## config.mk

```make
export PLATFORM = sky130hd
export DESIGN_NAME = mem_arbiter
export DESIGN_NICKNAME = d
export VERILOG_FILES = /design/src/rtl/mem_arbiter.sv
export SDC_FILE = /design/constraint.sdc
export NUM_CORES = 1
export LEC_CHECK = 0
export CAP_MARGIN = 20
export CORE_MARGIN = 2
export CORE_UTILIZATION = 46
export CTS_BUF_LIST = sky130_fd_sc_hd__clkbuf_4 sky130_fd_sc_hd__clkbuf_8
export CTS_CLUSTER_DIAMETER = 120
export CTS_CLUSTER_SIZE = 28
export DETAILED_ROUTE_END_ITERATION = 12
export PLACE_DENSITY = 0.93
export SYNTH_ARGS = -nofsm -noshare
export SYNTH_HDL_FRONTEND = slang
export SYNTH_SLANG_ARGS = --single-unit
```

## constraint.sdc

```tcl
create_clock -name clk -period 2.6 [get_ports clk]
set_clock_uncertainty 0.2 [all_clocks]
set_input_delay 0.52 -clock clk [delete_from_list [all_inputs] [get_ports clk]]
set_output_delay 0.52 -clock clk [all_outputs]
set_load 0.1 [all_outputs]
```

## src/rtl/mem_arbiter.sv

```systemverilog
`default_nettype none
// ============================================================================
//  Module   : mem_arbiter
//  Purpose  : Shares one single-port memory bus between the instruction-fetch
//             requester (IF) and the MEM-stage data requester. Each access is
//             a bus_req/bus_ack transaction. Completion is a one-cycle ready
//             pulse. MEM has priority over IF, bounded by a starvation limit.
//             A bus timeout aborts any access that is never acknowledged.
//  Ports    : clk, rst (synchronous, active-low)
//             IF side   : if_req, if_addr -> if_rdata, if_ready, stall_if
//             MEM side  : mem_read, mem_write, mem_addr, mem_wdata
//                         -> mem_rdata, mem_ready, stall_mem
//             Bus side  : bus_req, bus_we, bus_addr, bus_wdata
//                         <- bus_rdata, bus_ack
//             Errors    : bus_err (timeout pulse), proto_err (read+write pulse)
//  Revision : 1.0  initial release
// ============================================================================
module mem_arbiter #(
  parameter int unsigned ADDR_W         = 32,
  parameter int unsigned DATA_W         = 32,
  parameter int unsigned TIMEOUT_CYCLES = 16,
  parameter int unsigned MAX_MEM_STREAK = 4
) (
  input  logic              clk,
  input  logic              rst,
  // instruction-fetch requester
  input  logic              if_req,
  input  logic [ADDR_W-1:0] if_addr,
  output logic [DATA_W-1:0] if_rdata,
  output logic              if_ready,
  // MEM-stage data requester
  input  logic              mem_read,
  input  logic              mem_write,
  input  logic [ADDR_W-1:0] mem_addr,
  input  logic [DATA_W-1:0] mem_wdata,
  output logic [DATA_W-1:0] mem_rdata,
  output logic              mem_ready,
  // unified memory bus
  output logic              bus_req,
  output logic              bus_we,
  output logic [ADDR_W-1:0] bus_addr,
  output logic [DATA_W-1:0] bus_wdata,
  input  logic [DATA_W-1:0] bus_rdata,
  input  logic              bus_ack,
  // pipeline stalls and error pulses
  output logic              stall_if,
  output logic              stall_mem,
  output logic              bus_err,
  output logic              proto_err
);

  localparam int unsigned C_CNT_W  = $clog2(TIMEOUT_CYCLES);
  localparam int unsigned C_STRK_W = $clog2(MAX_MEM_STREAK + 1);
  localparam logic [C_CNT_W-1:0]  C_CNT_LAST = C_CNT_W'(TIMEOUT_CYCLES - 1);
  localparam logic [C_STRK_W-1:0] C_STRK_MAX = C_STRK_W'(MAX_MEM_STREAK);

  typedef enum logic [1:0] {
    ST_IDLE = 2'd0,
    ST_BUSY = 2'd1,
    ST_RESP = 2'd2
  } state_t;

  typedef enum logic {
    OWN_IF  = 1'b0,
    OWN_MEM = 1'b1
  } owner_t;

  state_t              state_q,     state_d;
  owner_t              owner_q,     owner_d;
  logic                bus_req_q,   bus_req_d;
  logic                bus_we_q,    bus_we_d;
  logic [ADDR_W-1:0]   bus_addr_q,  bus_addr_d;
  logic [DATA_W-1:0]   bus_wdata_q, bus_wdata_d;
  logic [DATA_W-1:0]   if_rdata_q,  if_rdata_d;
  logic [DATA_W-1:0]   mem_rdata_q, mem_rdata_d;
  logic                if_ready_q,  if_ready_d;
  logic                mem_ready_q, mem_ready_d;
  logic                bus_err_q,   bus_err_d;
  logic                proto_err_q, proto_err_d;
  logic [C_CNT_W-1:0]  cnt_q,       cnt_d;
  logic [C_STRK_W-1:0] streak_q,    streak_d;

  logic w_mem_any;
  logic w_grant_mem;

  assign w_mem_any   = mem_read | mem_write;
  // MEM wins unless IF has already watched MAX_MEM_STREAK MEM grants go by.
  assign w_grant_mem = w_mem_any & ~(if_req & (streak_q == C_STRK_MAX));

  always_ff @(posedge clk) begin
    if (!rst) begin
      state_q     <= ST_IDLE;
      owner_q     <= OWN_IF;
      bus_req_q   <= 1'b0;
      bus_we_q    <= 1'b0;
      bus_addr_q  <= '0;
      bus_wdata_q <= '0;
      if_rdata_q  <= '0;
      mem_rdata_q <= '0;
      if_ready_q  <= 1'b0;
      mem_ready_q <= 1'b0;
      bus_err_q   <= 1'b0;
      proto_err_q <= 1'b0;
      cnt_q       <= '0;
      streak_q    <= '0;
    end else begin
      state_q     <= state_d;
      owner_q     <= owner_d;
      bus_req_q   <= bus_req_d;
      bus_we_q    <= bus_we_d;
      bus_addr_q  <= bus_addr_d;
      bus_wdata_q <= bus_wdata_d;
      if_rdata_q  <= if_rdata_d;
      mem_rdata_q <= mem_rdata_d;
      if_ready_q  <= if_ready_d;
      mem_ready_q <= mem_ready_d;
      bus_err_q   <= bus_err_d;
      proto_err_q <= proto_err_d;
      cnt_q       <= cnt_d;
      streak_q    <= streak_d;
    end
  end

  always_comb begin
    state_d     = state_q;
    owner_d     = owner_q;
    bus_req_d   = bus_req_q;
    bus_we_d    = bus_we_q;
    bus_addr_d  = bus_addr_q;
    bus_wdata_d = bus_wdata_q;
    if_rdata_d  = if_rdata_q;
    mem_rdata_d = mem_rdata_q;
    if_ready_d  = 1'b0;
    mem_ready_d = 1'b0;
    bus_err_d   = 1'b0;
    proto_err_d = 1'b0;
    cnt_d       = cnt_q;
    streak_d    = streak_q;

    case (state_q)
      ST_IDLE: begin
        if (w_grant_mem) begin
          state_d     = ST_BUSY;
          owner_d     = OWN_MEM;
          bus_req_d   = 1'b1;
          // Read and write together is treated as a write.
          bus_we_d    = mem_write;
          bus_addr_d  = mem_addr;
          if (mem_write) begin
            bus_wdata_d = mem_wdata;
          end
          proto_err_d = mem_read & mem_write;
          cnt_d       = '0;
          if (if_req) begin
            streak_d = (streak_q == C_STRK_MAX) ? streak_q : streak_q + 1'b1;
          end else begin
            streak_d = '0;
          end
        end else if (if_req) begin
          state_d    = ST_BUSY;
          owner_d    = OWN_IF;
          bus_req_d  = 1'b1;
          bus_we_d   = 1'b0;
          bus_addr_d = if_addr;
          cnt_d      = '0;
          streak_d   = '0;
        end else begin
          streak_d = '0;
        end
      end

      ST_BUSY: begin
        cnt_d = cnt_q + 1'b1;
        // An ack in the final allowed cycle still completes normally.
        if (bus_ack) begin
          state_d   = ST_RESP;
          bus_req_d = 1'b0;
          if (!bus_we_q) begin
            if (owner_q == OWN_MEM) begin
              mem_rdata_d = bus_rdata;
            end else begin
              if_rdata_d = bus_rdata;
            end
          end
          mem_ready_d = (owner_q == OWN_MEM);
          if_ready_d  = (owner_q == OWN_IF);
        end else if (cnt_q == C_CNT_LAST) begin
          state_d   = ST_RESP;
          bus_req_d = 1'b0;
          bus_err_d = 1'b1;
          if (owner_q == OWN_MEM) begin
            mem_rdata_d = '0;
          end else begin
            if_rdata_d = '0;
          end
          mem_ready_d = (owner_q == OWN_MEM);
          if_ready_d  = (owner_q == OWN_IF);
        end
      end

      ST_RESP: begin
        // Ready is visible this cycle; the requester updates its request
        // before the next IDLE arbitration.
        state_d = ST_IDLE;
      end

      default: begin
        state_d   = ST_IDLE;
        bus_req_d = 1'b0;
      end
    endcase
  end

  assign bus_req   = bus_req_q;
  assign bus_we    = bus_we_q;
  assign bus_addr  = bus_addr_q;
  assign bus_wdata = bus_wdata_q;
  assign if_rdata  = if_rdata_q;
  assign mem_rdata = mem_rdata_q;
  assign if_ready  = if_ready_q;
  assign mem_ready = mem_ready_q;
  assign bus_err   = bus_err_q;
  assign proto_err = proto_err_q;

  assign stall_if  = if_req & ~if_ready_q;
  assign stall_mem = w_mem_any & ~mem_ready_q;

endmodule
`default_nettype wire
```

### Word level (Yosys, flattened, before mapping)

Index checks and enable logic that the tools add are counted.
W data, S select, Z words.

| operators by class | value |
|---|---|
| add/subtract/negate cells | 2 |
| eq/ne operators | 8 |
| muxes and demuxes | 36 |
| bitwise operators | 13 |
| reduce and logical (&&, ||, !) cells | 15 |

Operators by type and width:

| cell | count |
|---|---|
| $mux W32 | 12 |
| $mux W1 | 12 |
| $reduce_and A2 Y1 | 5 |
| $mux W3 | 3 |
| $ne A3 B3 Y1 const B | 3 |
| $reduce_and A3 Y1 | 3 |
| $mux W2 | 4 |
| $mux W4 | 2 |
| $pmux W4 S2 | 1 |
| $reduce_and A4 Y1 | 2 |
| $not A1 Y1 | 7 |
| $reduce_bool A2 Y1 | 3 |
| $and A1 B1 Y1 | 5 |
| $add A4 B1 Y4 const B | 1 |
| $eq A4 B4 Y1 const B | 1 |
| $pmux W2 S2 | 1 |
| $add A3 B1 Y3 const B | 1 |
| $eq A3 B3 Y1 const B | 1 |
| $pmux W1 S3 | 1 |
| $reduce_or A3 Y1 | 1 |
| $eq A2 B1 Y1 const B | 1 |
| $eq A2 B2 Y1 const B | 1 |
| $logic_not A2 Y1 | 1 |
| $ne A2 B2 Y1 const B | 1 |
| $or A1 B1 Y1 | 1 |

| storage, ports and cells | value |
|---|---|
| bits in registers | 144 |

### Logic depth before layout (Yosys ltp)

| depth | value |
|---|---|
| depth after elaboration | 6 |
| mapped depth | 7 |
| depth with buffers taken out | 5 |

### Worst setup path before layout

Ideal clock, no wire load.

| timing path | value |
|---|---|
| path kind | register to output |
| start | register if_ready_q, in the netlist if_ready |
| end | output port stall_if |
| data arrival time | 2.114 ns |
| data required time | 1.880 ns |
| slack | -0.234 ns |
| cell stages (with the launch flop) | 2 |
| path through | dfxtp_1 -> nor2b_1 |

| between the ends | value |
|---|---|
| cells in the longest elaborated chain, start to end | 2 |

RTL lines:

| item | RTL line | RTL |
|---|---|---|
| start: declaration | 76 | `logic if_ready_q, if_ready_d;` |
| start signal: assignment | 115 | `if_ready_q <= if_ready_d;` |
| $not A1 Y1 | 225 | `assign stall_if = if_req & ~if_ready_q;` |
| $and A1 B1 Y1 | 225 |  |
| end: declaration | 46 | `output logic stall_if,` |

Every way passes these cells.

### Worst setup path after layout

| timing path | value |
|---|---|
| start | input port if_req |
| end | output port stall_if |

| between the ends | value |
|---|---|
| cells in the longest elaborated chain, start to end | 1 |

RTL lines:

| item | RTL line | RTL |
|---|---|---|
| start: declaration | 27 | `input logic if_req,` |
| $and A1 B1 Y1 | 225 |  |

Every way passes these cells.

==> results.md <==
| Result | Value |
|:---|:---|
| Data arrival, critical path | 1.66 ns |
| Setup TNS | 0 ns |
| Path category of the worst min-delay check | in -> reg |
| IR drop worst, VDD | 0.433 mV |
| Area occupied by multi-input gates | 0.00272 sq mm |
| Rel. slew slack | 53.0% |
| Total grt overflow | 0 |
| Setup repair after global routing missed its margin | no |
| Number of nets in the layout | 1042 |
| Number of cell rows | 41 |
| Unique cell type count in the Yosys netlist | 39 |
| 1st-iter DRT viols | 644 |
| Number of gates resized after cts | 0 |
| Proportion of total power due to net switching | 34.9% |
| Highest net fanout along the worst path | 9 |
| Kind of start point of the critical path | input port |
| First-pass detailed-route iteration total | 5 |
| Met2 routed WL | 9170 um |
| Flip-flop cell with the highest count after synthesis | sky130_fd_sc_hd__dfxtp_1 |
| Highest-delay cell along the critical path | sky130_fd_sc_hd__clkdlybuf4s50_1 |
| Storage element area | 0.00288 sq mm |
| Die Span X | 117 um |
| Maximum single-stage delay on the critical path | 0.67 ns |
| Core area | 0.0126 sq mm |
| # H-tree levels | 4 |
| Final number of setup-violating endpoints | 0 |
| Average via count per standard cell | 5.51 |
| Synthesized netlist net count | 802 |
| Buffering stage count on the worst path with inverters included | 2 |
| Highest routed layer | met4 |
| Data required, critical path | 1.88 ns |
| Worst hold path cell count | 3 |
| Root Driver | sky130_fd_sc_hd__clkbuf_8 |
| Clock-pin slew on the worst setup and hold paths | 0.07 ns |
| Family with the most delay on the worst path | buffers and inverters |
| Count of hold-fix buffers inserted at cts | 0 |
| Min cycle time layout | 2.38 ns |
| Detailed placer's ending HPWL | 13000 um |
| Combinational share of power | 28.2% |
| Async set-or-reset flop fraction in the synthesized netlist | 0% |
| Netlist Area Pre-Place | 0.00591 sq mm |
| Met3 routed wirelength | 1810 um |
| Post-synthesis instance total | 665 |
| TritonCTS clock tree | done |
| Vias post-DR | 6002 |
| Chain of cells forming the critical path | clkdlybuf4s50_1, nor2b_2, buf_12 |
| Reported leakage power | 3.94 nW |
| Number of cells on the critical path | 3 |
| Total setup buffers inserted after CTS | 0 |
| Number of hold violations in the final report | 0 |
| Average routed wire per standard cell | 17.1 um |
| Filler cell count in the final layout | 930 |
| Initial core utilization | 47.0% |
| Top achievable clock speed | 421 MHz |
| Core Util, Final | 70.7% |
| Largest net degree at the start of global routing | 65 |
| Final-report max-slew violation count | 0 |
| Number of enable-type register cells in the synthesized netlist | 0 |
| Sinks on the clock net | 144 |
| Clock latency reported for the late side of the worst-skew pair | 0.43 ns |
| Area Growth Syn to Fin | 50.3% |
| Number of I/O pins | 270 |
| Yosys reg bits | 144 |
| Worst setup path class | in -> out |
| Vias in the first global route | 5987 |
| Area enclosed by the die boundary | 0.0138 sq mm |
| Number of warnings printed during yosys synthesis | 0 |
| Cell internal power dissipation | 0.00395 W |
| Total GRT Usage | 26.7% |
| Wire length of the first global-routing pass | 30000 um |
| Net load switching power | 0.00211 W |
| Number of CTS-inserted buffers | 17 |
| Seq pwr share | 39.7% |
| R2R cell count | 4 |
| Pin slew with the least headroom to its limit | 0.705 ns |
| Buffers from clock root to sink, at most | 2 |
| Avg Cell Area, Syn | 8.89 sq um |
| Final total power | 0.00606 W |
| DIE HEIGHT | 117 um |
| Tcrit/Tclk final | 91.5% |
| Port-buffer cells | 269 |
| Antenna diode count | 0 |
| DP Area | 0.00845 sq mm |
| Final wirelength | 18600 um |
| Layout cell share with drive strength beyond 1 | 22.0% |
| Endpoint type of the worst setup path | output port |
| Fraction of the yosys area taken by sequential cells | 48.8% |
| Metal-1 WL | 7170 um |
| RePlAce Congestion | 0.834 |
| Post-route ant nets | 0 |
| Max Cap Violations | 0 |
| Cell Pwr Density | 682 mW/mm^2 |
| Initial antenna violation count | 0 |
| Status | complete, no violations |
| Post-route cell area | 0.00889 sq mm |
| Number of design rule violations left after detail routing | 0 |
| Share of total power in the clock network | 32.1% |
==> placed cells by master, fill, tap and decap left out, types with 2 or more instances in the layout <==
cell type                         count
sky130_fd_sc_hd__clkinvlp_4           2
sky130_fd_sc_hd__nor2_1               4
sky130_fd_sc_hd__or3_1                2
sky130_fd_sc_hd__o21a_1               2
sky130_fd_sc_hd__dfxtp_1            144
sky130_fd_sc_hd__mux2i_1             64
sky130_fd_sc_hd__nand3_1             66
sky130_fd_sc_hd__nor2_2               4
sky130_fd_sc_hd__nand2_1            103
sky130_fd_sc_hd__o211ai_4             2
sky130_fd_sc_hd__nor4b_1              2
sky130_fd_sc_hd__buf_4              145
sky130_fd_sc_hd__bufinv_16            4
sky130_fd_sc_hd__clkdlybuf4s50_1    132
sky130_fd_sc_hd__and2_1               3
sky130_fd_sc_hd__a21oi_1             70
sky130_fd_sc_hd__inv_1                3
sky130_fd_sc_hd__a311oi_1            33
sky130_fd_sc_hd__buf_12              10
sky130_fd_sc_hd__a32oi_1              2
sky130_fd_sc_hd__and3_1               2
sky130_fd_sc_hd__ha_1                 3
sky130_fd_sc_hd__clkbuf_8            20
sky130_fd_sc_hd__clkinv_2             3
sky130_fd_sc_hd__o21ai_0             69
==> registers in the layout, summed over array words and instances, names as in the netlist <==
register   flops
state_q        2
bus_req        1
cnt_q          4
mem_ready      1
bus_wdata     32
owner_q        1
streak_q       3
bus_we         1
if_ready       1
bus_addr      32
if_rdata      32
bus_err        1
proto_err      1
mem_rdata     32
==> path summary, 6_finish.rpt <==
path | start | end | slack [ns]
worst max-delay path | if_req | stall_if | 0.22
worst min-delay path | rst | proto_err | 0.22
worst max register to register | state_q[1] | bus_addr[30] | 0.68
worst min register to register | mem_rdata[10] | mem_rdata[10] | 0.26
==> worst min-delay path, delay by kind of cell <==
kind          cells  cell delay [ns]
buf+inv           1             0.17
simple gates      2             0.13
==> logic make-up (layout without fill, tap and decap cells) <==
kind of cell	Yosys count	after routing	share of synthesized area, %
multiplexers	64	64	10.8
flip-flops	144	144	48.8
AO/OA/AOI/OAI	183	183	18.3
buffers and inverters	71	323	5.93
adder cells (fa/ha/maj)	3	3	0.635
AND/OR/NAND/NOR	200	200	15.5
==> layout make-up <==
cell class              count  area share (%)
well taps                 172            2.42
clock inverters            10            1.79
multi-input cells         450            30.6
clock buffers              21            3.18
inverters                   4           0.169
repair buffers            288            29.4
flip-flops and latches    144            32.4
==> power groups by stage <==
stage	combinational [W]	clock (W)	sequential [W]
global placement	0.00169	0	0.00245
floorplan	0.000387	0	0.00326
finish	0.00171	0.00195	0.00241
CTS	0.00171	0.00199	0.00240
global route	0.00178	0.00207	0.00242
detailed placement	0.00171	0	0.00245
==> synthesized netlist by cell type (2+ instances only) <==
library cell / instances / area (sq um)
sky130_fd_sc_hd__a21oi_1: 70 / 350
sky130_fd_sc_hd__a32oi_1: 2 / 17.5
sky130_fd_sc_hd__nand3_1: 67 / 335
sky130_fd_sc_hd__or3_1: 2 / 12.5
sky130_fd_sc_hd__o21a_1: 2 / 15.0
sky130_fd_sc_hd__and3_1: 3 / 18.8
sky130_fd_sc_hd__dfxtp_1: 144 / 2880
sky130_fd_sc_hd__clkbuf_1: 34 / 128
sky130_fd_sc_hd__o211ai_2: 2 / 25.0
sky130_fd_sc_hd__nor2b_1: 2 / 12.5
sky130_fd_sc_hd__o21ai_0: 69 / 345
sky130_fd_sc_hd__and2_1: 3 / 18.8
sky130_fd_sc_hd__nor4b_1: 2 / 17.5
sky130_fd_sc_hd__buf_4: 7 / 52.6
sky130_fd_sc_hd__inv_1: 3 / 11.3
sky130_fd_sc_hd__buf_6: 4 / 45.0
sky130_fd_sc_hd__ha_1: 3 / 37.5
sky130_fd_sc_hd__nor2_1: 7 / 26.3
sky130_fd_sc_hd__mux2i_1: 64 / 641
sky130_fd_sc_hd__a311oi_1: 33 / 289
sky130_fd_sc_hd__nand2_1: 103 / 387
sky130_fd_sc_hd__buf_2: 22 / 110
==> metrics by stage <==
stage               setup slack (ns)  hold slack, ns  cells
detailed placement             0.119           0.253   1058
floorplan                      0.286           0.253    665
CTS                            0.234           0.194   1089
global route                   0.162           0.210   1089
global placement               0.177           0.244   1058
finish                         0.222           0.221   1089
==> layer usage <==
layer / up-vias / GRT usage (%)
li1: 2842 / -
met2: 278 / 46.2
met3: 35 / 9.58
met1: 2847 / 30.0
met5: - / 0
met4: 0 / 10.4
Power figures use the tool's default switching activity.
